File: config.mk
export PLATFORM = sky130hd
export DESIGN_NAME = axis_extremum_tracker
export DESIGN_NICKNAME = d
export VERILOG_FILES = /design/src/rtl/axis_extremum_tracker.sv
export SDC_FILE = /design/constraint.sdc
export NUM_CORES = 1
export LEC_CHECK = 0
export BUFFER_PORTS_ARGS = -buffer_cell sky130_fd_sc_hd__buf_2
export CAP_MARGIN = 20
export CORE_UTILIZATION = 55
export DETAILED_ROUTE_END_ITERATION = 8
export HOLD_SLACK_MARGIN = 0.05
export PLACE_DENSITY = 0.72
export SYNTH_ARGS = -nofsm -noshare
export SYNTH_HDL_FRONTEND = slang
export SYNTH_SLANG_ARGS = --single-unit
File: constraint.sdc
create_clock -name aclk -period 16.29 [get_ports aclk]
set_input_delay 0.8145 -clock aclk [delete_from_list [all_inputs] [get_ports aclk]]
set_output_delay 0.8145 -clock aclk [all_outputs]
set_load 0.05 [all_outputs]
File: src/rtl/axis_extremum_tracker.sv
// Per-lane running min/max over windows of 2^log_count accepted AXI-Stream beats, with
// thresholds shrunk toward the window centre one cycle after each window closes.
module axis_extremum_tracker #(
    parameter int SAMPLE_WIDTH = 16,
    parameter int CHANNELS     = 2,
    parameter int COUNT_WIDTH  = 32
) (
    input  logic                             aclk,
    input  logic                             areset,
    input  logic [4:0]                       log_count,
    input  logic [2:0]                       shift,
    input  logic                             clear,
    output logic [CHANNELS*SAMPLE_WIDTH-1:0] lower_threshold,
    output logic [CHANNELS*SAMPLE_WIDTH-1:0] upper_threshold,
    output logic                             thresholds_valid,
    output logic                             update,
    input  logic                             S_AXIS_tvalid,
    input  logic [CHANNELS*SAMPLE_WIDTH-1:0] S_AXIS_tdata,
    output logic                             S_AXIS_tready
);
    localparam int SW = SAMPLE_WIDTH;
    localparam logic signed [SW-1:0] POS_MAX = {1'b0, {(SW-1){1'b1}}};
    localparam logic signed [SW-1:0] NEG_MIN = {1'b1, {(SW-1){1'b0}}};

    // Window midpoint, computed one bit wider so max+min cannot overflow.
    function automatic logic signed [SW:0] centre(input logic signed [SW-1:0] mn,
                                                  input logic signed [SW-1:0] mx);
        logic signed [SW:0] sum;
        sum = {mx[SW-1], mx} + {mn[SW-1], mn};
        return sum >>> 1;
    endfunction

    function automatic logic signed [SW-1:0] shrink(input logic signed [SW-1:0] bound,
                                                    input logic signed [SW:0]   c,
                                                    input logic [2:0]           sh);
        logic signed [SW:0] d;
        logic signed [SW:0] r;
        d = {bound[SW-1], bound} - c;
        d = d >>> sh;
        r = d + c;
        return r[SW-1:0];
    endfunction

    logic [COUNT_WIDTH-1:0] count;
    logic [COUNT_WIDTH-1:0] win_len;
    logic [COUNT_WIDTH-1:0] win_len_load;
    logic [4:0]             lc_eff;
    logic                   accept;
    logic                   last;
    logic                   vld_p0;

    logic signed [SW-1:0] lane      [CHANNELS];
    logic signed [SW-1:0] run_min   [CHANNELS];
    logic signed [SW-1:0] run_max   [CHANNELS];
    logic signed [SW-1:0] min_nxt   [CHANNELS];
    logic signed [SW-1:0] max_nxt   [CHANNELS];
    logic signed [SW-1:0] snap_min_p0 [CHANNELS];
    logic signed [SW-1:0] snap_max_p0 [CHANNELS];
    logic signed [SW-1:0] lower_p1  [CHANNELS];
    logic signed [SW-1:0] upper_p1  [CHANNELS];

    assign S_AXIS_tready = ~areset;
    assign accept        = S_AXIS_tvalid & ~areset;
    assign last          = (count == win_len - 1'b1);

    always_comb begin
        lc_eff = log_count;
        if (int'(log_count) > COUNT_WIDTH - 1)
            lc_eff = 5'(COUNT_WIDTH - 1);
        win_len_load = {{(COUNT_WIDTH-1){1'b0}}, 1'b1} << lc_eff;
    end

    always_comb begin
        for (int k = 0; k < CHANNELS; k++) begin
            lane[k]    = S_AXIS_tdata[k*SW +: SW];
            min_nxt[k] = (lane[k] < run_min[k]) ? lane[k] : run_min[k];
            max_nxt[k] = (lane[k] > run_max[k]) ? lane[k] : run_max[k];
            lower_threshold[k*SW +: SW] = lower_p1[k];
            upper_threshold[k*SW +: SW] = upper_p1[k];
        end
    end

    // Stage p0: accumulate extremes; on the closing beat hand the window to CALC.
    always_ff @(posedge aclk) begin
        if (areset) begin
            count            <= '0;
            win_len          <= win_len_load;
            vld_p0           <= 1'b0;
            update           <= 1'b0;
            thresholds_valid <= 1'b0;
            for (int k = 0; k < CHANNELS; k++) begin
                run_min[k]  <= POS_MAX;
                run_max[k]  <= NEG_MIN;
                lower_p1[k] <= POS_MAX;
                upper_p1[k] <= NEG_MIN;
            end
        end else begin
            vld_p0 <= 1'b0;
            if (clear || (accept && last)) begin
                count   <= '0;
                win_len <= win_len_load;
                for (int k = 0; k < CHANNELS; k++) begin
                    run_min[k] <= POS_MAX;
                    run_max[k] <= NEG_MIN;
                end
                vld_p0 <= ~clear;
            end else if (accept) begin
                count <= count + 1'b1;
                for (int k = 0; k < CHANNELS; k++) begin
                    run_min[k] <= min_nxt[k];
                    run_max[k] <= max_nxt[k];
                end
            end
            // Stage p1: thresholds from the snapshot taken on the previous edge.
            update <= vld_p0;
            if (vld_p0) begin
                thresholds_valid <= 1'b1;
                for (int k = 0; k < CHANNELS; k++) begin
                    lower_p1[k] <= shrink(snap_min_p0[k], centre(snap_min_p0[k], snap_max_p0[k]), shift);
                    upper_p1[k] <= shrink(snap_max_p0[k], centre(snap_min_p0[k], snap_max_p0[k]), shift);
                end
            end
        end
    end

    always_ff @(posedge aclk) begin
        if (accept && last && !clear) begin
            for (int k = 0; k < CHANNELS; k++) begin
                snap_min_p0[k] <= min_nxt[k];
                snap_max_p0[k] <= max_nxt[k];
            end
        end
    end
endmodule

==> results_dict.tcl <==
set metrics [dict create \
    cts_tree "done" \
    first_pass_iters 6 \
    min_path_type "input pin to flop" \
    cts_resized 0 \
    wl_per_cell_um 17.2 \
    post-route-drc-count 0 \
    max_cap_viol_count 0 \
    synth_seq_cells 259 \
    hold_viol 0 \
    rsz0062_at_grt "false" \
    fin_nets 2854 \
    crit_top_cell "o21ai_0" \
    cp.buffers_inverters 1 \
    worstPathMaxFanout 4 \
    synth_edf_count 224 \
    ant_nets 0 \
    path_clk_slew_ns 0.07 \
    clk_latency_ns 0.60 \
    worstSetupPathType "flop to flop" \
    die_area_um2 41500 \
    area_growth_pct 9.23 \
    post_cts_buffers 0 \
    overflow 0 \
    fp.dieW_um 204 \
    cts_hold_buf 0 \
    io_pins 111 \
    grt_max_degree 78 \
    final.setup.tns_ns 0 \
    period_needed_ns 7.30 \
    worstMarginPinSlew_ns 0.893 \
    yosysTopAreaCell "edfxtp_1" \
    setup_viol 0 \
    crit_slowest_cell "xnor2_1" \
    initial_core_util_pct 56.0 \
    avgSynthCellArea_um2 8.80 \
    end_kind "flop" \
    syn_nets 2788 \
    wirelength_um 54300 \
    relSlewSlack_pct 40.5 \
    synth_ff_type "edfxtp_1" \
    vias 18800 \
    drv_slew 0 \
    hold_slack_ns 0.419 \
    post-route-period-util_pct 44.8 \
    dieHeight_um 204 \
    yosysSeqAreaShare_pct 33.2 \
    p_per_area_nw_per_um2 70.2 \
    ctsLongestPathBuffers 3 \
    postSynthCellCount 2540 \
    worst_setup_path_start_kind "flop" \
    io_buffers 110 \
    first_global_vias 17800 \
    worstPathRequired_ns 16.63 \
    cp_slowest_stage_delay_ns 0.44 \
    cts_root_buffer "clkbuf_16" \
    outcome "finished, final reports clean" \
    utilization_pct 61.2 \
    ys_warn_count 0 \
    grt_pass1_wl_um 88600 \
    fmax_mhz 137 \
    async_flop_share_pct 0 \
    p_leak_nw 10.1 \
    drt-initial-drc-count 1340 \
    synth_cell_types 97 \
    dp_hpwl_um 41500 \
    core_um2 39900 \
    cts_buffers 30 \
    cts-htree-levels 1 \
    synth_area_um2 22400 \
    synthTopCellsByArea "edfxtp_1, ha_1, nor2_1" \
    antenna_found_initial 12 \
    row_count 73 \
    clock-sinks 259 \
    yosysTopAreaCellShare_pct 30.1 \
    skew_ns 0.0317 \
    peakVddDrop_mv 0.0808 \
    via_per_inst 5.96 \
    cp_top_family "compound AO/OA/AOI/OAI gates" \
    grt_usage_pct 26.0 \
    drive_above_1_share_pct 10.6 \
    worstPathArrival_ns 7.64 \
    globalplace.congestion 0.899 \
]
==> worst register-to-register path, delay by kind of cell, from the launching register on <==
kind,cells,cell delay [ns]
xor gates and xnor gates,3,0.85
and+or+nand+nor,12,1.88
AOI/OAI and AO/OA,14,2.55
muxes,1,0.12
buffers and inverters,1,0.15
DFF,1,0.42
adders and majority gates,3,1.10
==> state kept, by name (all words and copies together) (netlist names), 32 cells and up <==
name	count
win_len	32
lower_p1	32
snap_min_p0	32
run_max	32
count	32
run_min	32
upper_p1	32
snap_max_p0	32
==> cells by family (layout without fill, tap and decap cells) <==
group           Yosys count  after routing  synth area share (%)
flops                   259            259                  33.2
compound gates          646            646                  19.1
other cells               0              5                     0
simple gates            877            877                  19.2
mux                      91             91                  4.48
fa+ha+maj               216            216                  12.3
buf+inv                 268            358                  4.56
xor+xnor                183            183                  7.17
==> cell usage in the layout, fill, tap and decap left out, types with 11 or more instances in the layout <==
cell | Yosys | routed
o21ai_1 | 21 | 21
a21o_1 | 61 | 61
o31ai_1 | 25 | 24
and3_1 | 42 | 42
xnor2_1 | 104 | 104
o21ai_0 | 141 | 141
o311ai_0 | 16 | 16
nand2b_1 | 66 | 66
buf_2 | 5 | 111
edfxtp_1 | 224 | 224
xor2_1 | 79 | 79
or3_1 | 20 | 20
nand2_1 | 187 | 186
nor4_1 | 22 | 21
mux2_2 | 42 | 42
inv_1 | 163 | 162
and2_1 | 33 | 33
ha_1 | 194 | 194
o211ai_1 | 20 | 20
buf_4 | 0 | 21
nor2_1 | 293 | 292
o21a_1 | 24 | 24
nand4_1 | 25 | 25
a211oi_1 | 26 | 26
mux2i_1 | 46 | 46
dfxtp_1 | 35 | 35
clkbuf_16 | 0 | 30
nor3b_1 | 11 | 11
a31oi_1 | 30 | 30
nor3_1 | 39 | 38
nand3_1 | 44 | 44
a21oi_1 | 161 | 161
nor2b_1 | 47 | 46
==> area by class of cell <==
type	instances	area, um^2
Inverter	169	634
Timing Repair Buffer	133	727
Fill cell	3499	15500
Clock inverter	12	173
Tap cell	525	657
Clock buffer	44	843
Antenna cell	5	12.5
Sequential cell	259	7430
Multi-Input combinational cell	2013	14000
==> through the flow <==
stage | power, mW | setup slack, ns | area [um^2] | cells
4_1_cts | 1.73 | 9.04 | 24400 | 3153
5_1_grt | 1.78 | 8.28 | 24400 | 3157
6_report | 1.71 | 8.99 | 24400 | 3160
3_3_place_gp | 1.02 | 9.29 | 23400 | 3096
2_1_floorplan | 0.963 | 6.71 | 22400 | 2540
3_5_place_dp | 1.03 | 9.09 | 23400 | 3097
==> cell usage after synthesis (47+ instances only) <==
master    number
nor2_1       293
edfxtp_1     224
ha_1         194
nand2_1      187
inv_1        163
a21oi_1      161
o21ai_0      141
xnor2_1      104
clkbuf_1      79
xor2_1        79
nand2b_1      66
a21o_1        61
nor2b_1       47
==> worst paths after layout <==
kind / cells past startpoint / startpoint / to / slack [ns]
min reg2reg: 2 / thresholds_valid / thresholds_valid / 0.50
max: 34 / snap_max_p0[0][18] / lower_p1[0][30] / 8.99
min: 2 / areset / thresholds_valid / 0.42
max reg2reg: 34 / snap_max_p0[0][18] / lower_p1[0][30] / 8.99
==> layer usage <==
metal	track usage [%]	wire [um]	up-vias
met4	7.47	1400	14
met2	42.0	24400	444
met5	0	75	-
met3	3.98	2880	97
li1	-	-	9393
met1	36.0	25600	8879
==> power breakdown <==
group,total [mW],switching [mW],leakage [nW],internal [mW]
sequential,0.751,0.0102,2.39,0.741
combinational,0.271,0.169,7.18,0.102
clock,0.692,0.284,0.491,0.408
No activity file was read; power rests on OpenSTA's default activity.
